[src/rtl/vm_pkg.sv]
// ---------------------------------------------------------------------------
// vm_pkg
// Shared vending-machine definitions: coin denomination codes, drink prices
// used by the vending FSM, and the change dispenser state encoding.
// No ports; imported by the dispenser and its coin picker.
// ---------------------------------------------------------------------------
package vm_pkg;

  localparam int COIN_W = 8;

  // Denomination codes; the code equals the coin value
  localparam logic [COIN_W-1:0] COIN_NONE = 8'd0;
  localparam logic [COIN_W-1:0] COIN_1    = 8'd1;
  localparam logic [COIN_W-1:0] COIN_5    = 8'd5;
  localparam logic [COIN_W-1:0] COIN_10   = 8'd10;
  localparam logic [COIN_W-1:0] COIN_50   = 8'd50;

  // Drink prices, shared with the vending FSM checkout step
  localparam logic [COIN_W-1:0] PRICE_WATER = 8'd35;
  localparam logic [COIN_W-1:0] PRICE_SODA  = 8'd65;
  localparam logic [COIN_W-1:0] PRICE_JUICE = 8'd85;

  // Change dispenser sequencing states
  typedef enum logic [1:0] {
    DISP_IDLE   = 2'd0,
    DISP_SELECT = 2'd1,
    DISP_ISSUE  = 2'd2,
    DISP_FIN    = 2'd3
  } disp_state_e;

endpackage

[src/rtl/change_coin_pick.sv]
// ---------------------------------------------------------------------------
// change_coin_pick
// Combinational greedy selector: the largest denomination that both fits in
// the outstanding balance and is still in stock.
//   remaining_i          balance still to pay
//   cnt_{50,10,5,1}_i    current inventory per denomination
//   coin_o               chosen denomination (COIN_NONE when none fits)
//   none_o               1 when no denomination qualifies (also when
//                        remaining_i is zero)
// ---------------------------------------------------------------------------
module change_coin_pick
  import vm_pkg::*;
#(
  parameter int CNT_W = 8
) (
  input  logic [COIN_W-1:0] remaining_i,
  input  logic [CNT_W-1:0]  cnt_50_i,
  input  logic [CNT_W-1:0]  cnt_10_i,
  input  logic [CNT_W-1:0]  cnt_5_i,
  input  logic [CNT_W-1:0]  cnt_1_i,
  output logic [COIN_W-1:0] coin_o,
  output logic              none_o
);

  // Priority chain from the largest denomination down
  always_comb begin
    coin_o = COIN_NONE;
    none_o = 1'b1;
    if ((cnt_50_i != {CNT_W{1'b0}}) && (remaining_i >= COIN_50)) begin
      coin_o = COIN_50;
      none_o = 1'b0;
    end else if ((cnt_10_i != {CNT_W{1'b0}}) && (remaining_i >= COIN_10)) begin
      coin_o = COIN_10;
      none_o = 1'b0;
    end else if ((cnt_5_i != {CNT_W{1'b0}}) && (remaining_i >= COIN_5)) begin
      coin_o = COIN_5;
      none_o = 1'b0;
    end else if ((cnt_1_i != {CNT_W{1'b0}}) && (remaining_i >= COIN_1)) begin
      coin_o = COIN_1;
      none_o = 1'b0;
    end else begin
      coin_o = COIN_NONE;
      none_o = 1'b1;
    end
  end

endmodule

[src/rtl/change_dispenser.sv]
// ---------------------------------------------------------------------------
// change_dispenser
// Coin-return hopper sequencer. Accepts a change amount, pays it out one coin
// at a time (largest denomination first) from a tracked inventory, and
// reports completion plus a shortfall flag.
//   clk, reset                 clock, synchronous active-low reset
//   req_valid/req_amount/      change request handshake (ready only in IDLE)
//   req_ready
//   refill_valid/refill_coin   one coin loaded into the hopper this cycle
//   coin_valid/coin_out/       coin presented to the hopper, held until ack
//   coin_ack
//   done/short/remaining       end-of-payout pulse, shortfall, unpaid balance
//   cnt_50/10/5/1              current inventory
// ---------------------------------------------------------------------------
module change_dispenser
  import vm_pkg::*;
#(
  parameter int CNT_W   = 8,
  parameter int INIT_50 = 4,
  parameter int INIT_10 = 5,
  parameter int INIT_5  = 5,
  parameter int INIT_1  = 10
) (
  input  logic              clk,
  input  logic              reset,
  input  logic              req_valid,
  input  logic [7:0]        req_amount,
  output logic              req_ready,
  input  logic              refill_valid,
  input  logic [7:0]        refill_coin,
  output logic              coin_valid,
  output logic [7:0]        coin_out,
  input  logic              coin_ack,
  output logic              done,
  output logic              short,
  output logic [7:0]        remaining,
  output logic [CNT_W-1:0]  cnt_50,
  output logic [CNT_W-1:0]  cnt_10,
  output logic [CNT_W-1:0]  cnt_5,
  output logic [CNT_W-1:0]  cnt_1
);

  // Inventory slot order: 0 = 50, 1 = 10, 2 = 5, 3 = 1
  localparam logic [3:0][COIN_W-1:0] DENOM  = {COIN_1, COIN_5, COIN_10, COIN_50};
  localparam logic [3:0][CNT_W-1:0]  INIT_V = {CNT_W'(INIT_1), CNT_W'(INIT_5),
                                               CNT_W'(INIT_10), CNT_W'(INIT_50)};
  localparam logic [CNT_W-1:0]       CNT_MAX = {CNT_W{1'b1}};
  localparam logic [CNT_W-1:0]       CNT_ONE = CNT_W'(1);

  disp_state_e              state_q, state_d;
  logic [COIN_W-1:0]        remaining_q, remaining_d;
  logic [COIN_W-1:0]        coin_out_q, coin_out_d;
  logic                     coin_valid_q, coin_valid_d;
  logic                     short_q, short_d;
  logic [3:0][CNT_W-1:0]    cnt_q, cnt_d;
  logic [3:0]               inc_s, dec_s;
  logic                     ack_s;
  logic [COIN_W-1:0]        pick_coin_s;
  logic                     pick_none_s;

  // Next counter value. A simultaneous refill and eject cancel, except at
  // saturation where the refill was already lost and the eject still counts.
  function automatic logic [CNT_W-1:0] cnt_next(input logic [CNT_W-1:0] cnt,
                                                input logic inc,
                                                input logic dec);
    logic [CNT_W-1:0] nxt;
    if (inc && dec) begin
      if (cnt == CNT_MAX) begin
        nxt = cnt - CNT_ONE;
      end else begin
        nxt = cnt;
      end
    end else if (inc) begin
      if (cnt == CNT_MAX) begin
        nxt = cnt;
      end else begin
        nxt = cnt + CNT_ONE;
      end
    end else if (dec) begin
      nxt = cnt - CNT_ONE;
    end else begin
      nxt = cnt;
    end
    return nxt;
  endfunction

  change_coin_pick #(
    .CNT_W (CNT_W)
  ) u_pick (
    .remaining_i (remaining_q),
    .cnt_50_i    (cnt_q[0]),
    .cnt_10_i    (cnt_q[1]),
    .cnt_5_i     (cnt_q[2]),
    .cnt_1_i     (cnt_q[3]),
    .coin_o      (pick_coin_s),
    .none_o      (pick_none_s)
  );

  // An ack only counts while a coin is actually being presented
  assign ack_s = (state_q == DISP_ISSUE) && coin_ack;

  for (genvar g = 0; g < 4; g++) begin : g_slot
    assign inc_s[g] = refill_valid && (refill_coin == DENOM[g]);
    assign dec_s[g] = ack_s && (coin_out_q == DENOM[g]);
  end

  // Inventory next-state for all four denominations
  always_comb begin
    cnt_d = cnt_q;
    for (int i = 0; i < 4; i++) begin
      cnt_d[i] = cnt_next(cnt_q[i], inc_s[i], dec_s[i]);
    end
  end

  // Sequencer next-state and datapath updates
  always_comb begin
    state_d      = state_q;
    remaining_d  = remaining_q;
    coin_out_d   = coin_out_q;
    coin_valid_d = coin_valid_q;
    short_d      = short_q;
    case (state_q)
      DISP_IDLE: begin
        if (req_valid) begin
          remaining_d = req_amount;
          short_d     = 1'b0;
          state_d     = DISP_SELECT;
        end else begin
          state_d = DISP_IDLE;
        end
      end
      DISP_SELECT: begin
        if (remaining_q == 8'd0) begin
          short_d = 1'b0;
          state_d = DISP_FIN;
        end else if (pick_none_s) begin
          short_d = 1'b1;
          state_d = DISP_FIN;
        end else begin
          coin_out_d   = pick_coin_s;
          coin_valid_d = 1'b1;
          state_d      = DISP_ISSUE;
        end
      end
      DISP_ISSUE: begin
        if (coin_ack) begin
          // SELECT only picks coins <= remaining, so this cannot underflow
          remaining_d  = remaining_q - coin_out_q;
          coin_out_d   = COIN_NONE;
          coin_valid_d = 1'b0;
          state_d      = DISP_SELECT;
        end else begin
          state_d = DISP_ISSUE;
        end
      end
      DISP_FIN: begin
        state_d = DISP_IDLE;
      end
      default: begin
        state_d      = DISP_IDLE;
        coin_out_d   = COIN_NONE;
        coin_valid_d = 1'b0;
      end
    endcase
  end

  // State register
  always_ff @(posedge clk) begin
    if (!reset) begin
      state_q <= DISP_IDLE;
    end else begin
      state_q <= state_d;
    end
  end

  // Datapath and inventory registers
  always_ff @(posedge clk) begin
    if (!reset) begin
      remaining_q  <= 8'd0;
      coin_out_q   <= COIN_NONE;
      coin_valid_q <= 1'b0;
      short_q      <= 1'b0;
      cnt_q        <= INIT_V;
    end else begin
      remaining_q  <= remaining_d;
      coin_out_q   <= coin_out_d;
      coin_valid_q <= coin_valid_d;
      short_q      <= short_d;
      cnt_q        <= cnt_d;
    end
  end

  assign req_ready  = (state_q == DISP_IDLE);
  assign done       = (state_q == DISP_FIN);
  assign short      = short_q;
  assign remaining  = remaining_q;
  assign coin_valid = coin_valid_q;
  assign coin_out   = coin_out_q;
  assign cnt_50     = cnt_q[0];
  assign cnt_10     = cnt_q[1];
  assign cnt_5      = cnt_q[2];
  assign cnt_1      = cnt_q[3];

endmodule

[config.mk]
export PLATFORM = sky130hd
export DESIGN_NAME = change_dispenser
export DESIGN_NICKNAME = d
export VERILOG_FILES = /design/src/rtl/vm_pkg.sv /design/src/rtl/change_coin_pick.sv /design/src/rtl/change_dispenser.sv
export SDC_FILE = /design/constraint.sdc
export NUM_CORES = 1
export LEC_CHECK = 0
export ABC_AREA = 1
export ABC_CLOCK_PERIOD_IN_PS = 2100
export CAP_MARGIN = 20
export CORE_MARGIN = 3
export CORE_UTILIZATION = 55
export CTS_CLUSTER_DIAMETER = 100
export DETAILED_ROUTE_END_ITERATION = 6
export PLACE_DENSITY_LB_ADDON = 0.1
export SETUP_SLACK_MARGIN = 0.15
export SYNTH_ARGS = -nofsm -noshare
export SYNTH_HDL_FRONTEND = slang
export SYNTH_SLANG_ARGS = --single-unit
[constraint.sdc]
create_clock -name clk -period 2.1 [get_ports clk]
set_input_delay 0.21 -clock clk [delete_from_list [all_inputs] [get_ports clk]]
set_output_delay 0.21 -clock clk [all_outputs]
set_load 0.05 [all_outputs]
==> results.md <==
Status:
- The flow ran to the end, and the final reports show no timing, DRC or antenna violations.

CTS:
- The clock sink count is around 50.
- Counting along the longest clock path gives a buffer depth of 2.
- The number of levels the H-tree was split into is 2.
- The clock input transition at the sequential cells of the worst setup and hold paths is ~0.1 ns.
- The total CTS buffers is 5.
- TritonCTS built the clock tree.
- The clock insertion delay at the later pin of the skew report is between 0.3 and 0.4 ns.
- CTS placed an instance of clkbuf_8 at the clock tree root.

Floorplanning:
- From bottom edge to top edge, the die measures 94.8 um.
- In this run the standard cell core region covers about 0.0074 sq mm.
- The number of standard-cell rows in the floorplan is 31.
- The floorplan step set the die width to 94.8 um.
- The starting density of the core is between 50% and 60%.
- The area of the die is approximately 0.0090 sq mm.
- 73 I/O pins were placed.

Worst hold path:
- The hold-critical path endpoint is remaining[3].
- The path class of the tightest hold or removal check is in -> reg.
- The worst hold path passes through 3 cells.
- The worst hold path begins at req_amount[3].

Cells and area:
- The synthesis-to-layout area growth is 22.5%.
- The antenna diode count is 0.
- The total of fill cells in the finished design is approximately 670.
- In the layout the commonest cells are 222 x nand2_1, 93 x inv_1, 80 x nor2_1, 67 x nand3_1, 62 x clkdlybuf4s50_1.
- At the end of the flow, the number of nets in the layout was approximately 840.
- After routing the design area is about 0.0053 sq mm.
- The share of cells above drive strength 1 is 7.46%.
- For this run, the number of standard cells in the final layout without fillers is approximately 900.
- The most frequent standard cell in the layout excluding fill and tap cells is nand2_1.

STA:
- For this run, the top clock speed supported by timing is 526 MHz.
- Setup repair after global routing could not meet its margin everywhere.
- The setup TNS after final layout is 0 ns.
- The post-route fraction of the period consumed by the critical path is approximately 90%.
- The hold violation count in the final report is 0.
- For the pin with the worst max-slew slack, the measured transition is 0.564 ns.
- In this run the tightest slew margin relative to its limit is between 60% and 70%.
- The final-report max-slew violation count is 0.
- The number of endpoints failing setup at the final stage is 0.
- The final critical-path required period is about 1.9 ns.
- The maximum clock skew at final layout is 0.00596 ns.

Logic synthesis:
- The share of cell area taken by muxes after synthesis is 0%.
- After Yosys synthesis, XOR and XNOR cells account for 5.85% of the synthesized area.
- After Yosys synthesis, and, or, nand and nor cells account for a little over two fifths of the synthesized area.
- The synthesized design contains 49 register bits.
- The most used flip-flop cell after synthesis is dfxtp_1.
- For this run, the register share of the synthesized area comes to between 20% and 30%.
- Counting flops with an async set or reset pin after synthesis yields a share of 0%.
- The complex-gate fraction of the synthesized area is a little under an eighth.
- In this run, distinct cell masters in the synthesized netlist total 37.
- The average size of a mapped cell is 5.91 sq um.
- The dominant combinational cell family by area after synthesis is simple AND/OR/NAND/NOR gates.
- The count of yosys warnings during synthesis is 0.
- Yosys mapped a number of flops with a built-in enable equal to 0.
- Synthesis produced a netlist whose cell count is ~730.
- The adder and majority gate portion of the synthesized area is under 10%.
- After synthesis the cells add up to ~0.0043 sq mm.

Place:
- The total instance count after detailed placement is 895.
- At the end of routability-driven placement, the weighted congestion stood at 0.933.
- The count of buffers from port buffering is 70.
- Detailed placement finished with a half-perimeter wire length of roughly 9000 um.
- In this run the cell area measured after placement is 0.00516 sq mm.

Power and ir drop:
- For this design the total switching power over the nets is about 900 uW.
- The relative contribution of combinational cells to total power is between 30% and 40%.
- The clock network is responsible for between 20% and 30% of the overall power.
- The worst voltage drop across the vdd grid is approximately 0.00035 V.
- Sequential cells account for between 40% and 50% of the total power.
- For this design the ratio of total power to cell area is between 400 and 500 mW/mm^2.
- The cell leakage power is around 2.5 nW.
- Cell internal power was estimated by the tool at approximately 1.6 mW.
- Net switching is about 35% of the power.

Setup path:
- The kind of start point of the critical path is a flop.
- Of all nets on the critical path, the largest fanout is 8.
- For this run, the slowest stage of the critical path takes about 0.87 ns.
- The endpoint required time on the critical path is about 1.9 ns.
- The cell family contributing the most delay on the critical path is buffers and inverters.
- The endpoint of the lowest-slack register-to-register path is remaining[6].
- Counting both buffers and inverters, the worst setup path holds a total of 1.
- The startpoint identified for the worst register-to-register timing path is coin_out[0].
- In this run the number of cells on the critical path is 1.
- By startpoint and endpoint, the worst setup path is classified as reg -> out.
- Setup slack on the worst reg-to-reg path comes out at around 0.3 ns.
- The critical path goes through clkdlybuf4s50_1.
- Data arrives at the worst endpoint at ~1.7 ns.
- Measured in cells, the most critical reg-to-reg path has a length of 8.
- The slowest cell on the critical path is clkdlybuf4s50_1.
- The capturing element type of the critical path is a primary output.

Global route:
- The wire length of the first global-routing pass is between 15000 and 20000 um.
- For this run, the total global-route usage over all layers was measured as between 20% and 30%.
- The initial antenna violation count was 0.
- The total congestion overflow is 0.
- The via count of the first global-routing pass is about 4400.
- Entering global routing, the biggest net connects 25 pins.

Run:
- The number of max-cap violations is 0.

Drt:
- The number of detailed-routing iterations run before antenna repair is 5.
- After detailed routing, the number of remaining DRC violations is 0.
- The routed layout has around 4800 vias.
- The average wire length per cell after detail routing is 12.9 um.
- The detailed router's first-iteration violation count is 244.
- The post-detailed-route via-to-cell ratio is around 5.3.
- Once detail routing completed, the nets flagged for antenna violations numbered 0.
- The final layout contains routed wiring with a total length of around 12000 um.
-- worst min-delay path, stage by stage --
cell and delay, ns:
clkdlybuf4s50_1 0.40, nand2_1 0.07, a31oi_1 0.08
-- worst max path at each step --
stage / startpoint / endpoint / slack [ns]
after floorplan: cnt_5[0] / cnt_5[6] / 0.15
after global placement: refill_valid / cnt_5[4] / 0.14
after detailed placement: refill_valid / cnt_5[3] / 0.08
after CTS: cnt_50[6] / cnt_50[6] / 0.17
after global routing: cnt_1[0] / cnt_1[4] / 0.09
final: cnt_1[6] / cnt_1[6] / 0.20
-- final cells by class --
type                    instances  area [sq um]  area share [%]
multi-input cells             568          2930            55.0
flip-flops and latches         49           991            18.6
repair buffers                 79           785            14.8
inverters                     100           375            7.06
well taps                      99           124            2.33
clock buffers                   7          86.3            1.62
clock inverters                 1          30.0           0.565
-- through the flow --
| stage | power [mW] | utilization, % | hold slack, ns | setup slack, ns |
|---|---|---|---|---|
| after detailed placement | 1.81 | 69.3 | 0.456 | 0.0842 |
| final | 2.54 | 71.4 | 0.471 | 0.200 |
| after global placement | 1.80 | 69.3 | 0.453 | 0.136 |
| after global routing | 2.67 | 71.4 | 0.491 | 0.0922 |
| after floorplan | 1.58 | - | 0.373 | 0.154 |
| after CTS | 2.54 | 70.8 | 0.464 | 0.170 |
-- synth_stat cells (3+ instances only) --
library cell  number  area, sq um
nor2_2             5         31.3
nand2_2            3         18.8
nor3_1             9         45.0
xor2_1            27          236
nand3b_1           3         22.5
buf_2              5         25.0
a211oi_1           4         30.0
o21ai_0           31          155
nand4_1           18          113
inv_2              7         26.3
ha_1              18          225
nor2_1            84          315
nand3_1           67          335
nand2_1          224          841
buf_4              3         22.5
nor3_4             3         48.8
o211ai_1           7         52.6
o21ai_1            8         40.0
clkbuf_1           8         30.0
a31oi_1            4         25.0
dfxtp_1           49          981
a21oi_1           32          160
inv_1             93          349
nand3_2            3         30.0
-- what timing repair did --
action,in CTS,in global routing
resized for setup,1,16
endpoints found under the setup margin,1,24
setup buffers,0,0
hold buffers,0,0
-- registers in the layout, indices dropped and copies added (netlist names) --
| signal | flops |
|---|---|
| coin_valid | 1 |
| remaining | 8 |
| cnt_10 | 8 |
| cnt_1 | 8 |
| cnt_50 | 8 |
| cnt_5 | 8 |
| coin_out | 5 |
| short | 1 |
| state_q | 2 |
-- power groups by stage --
stage / Combinational [mW] / Sequential [mW] / Clock (mW)
6_report: 0.782 / 1.03 / 0.729
3_5_place_dp: 0.766 / 1.05 / 0
5_1_grt: 0.861 / 1.03 / 0.775
3_3_place_gp: 0.751 / 1.05 / 0
2_1_floorplan: 0.429 / 1.15 / 0
4_1_cts: 0.770 / 1.03 / 0.743
-- per-layer routing --
| layer | share of wire [%] | GRT usage, % | up-vias |
|---|---|---|---|
| met5 | 0 | 0 | - |
| met4 | 1.4 | 8.77 | 0 |
| met3 | 4.8 | 3.51 | 15 |
| met2 | 48 | 46.4 | 131 |
| met1 | 46 | 34.4 | 2157 |
| li1 | - | - | 2479 |
-- kinds of logic (layout without fill, tap and decap cells) --
| kind of cell | count (synthesis) | count (layout) |
|---|---|---|
| compound gates | 91 | 91 |
| xor+xnor | 29 | 29 |
| flops | 49 | 49 |
| other cells | 1 | 2 |
| buf+inv | 118 | 187 |
| fa+ha+maj | 19 | 19 |
| simple gates | 427 | 427 |
Power figures use the tool's default switching activity.
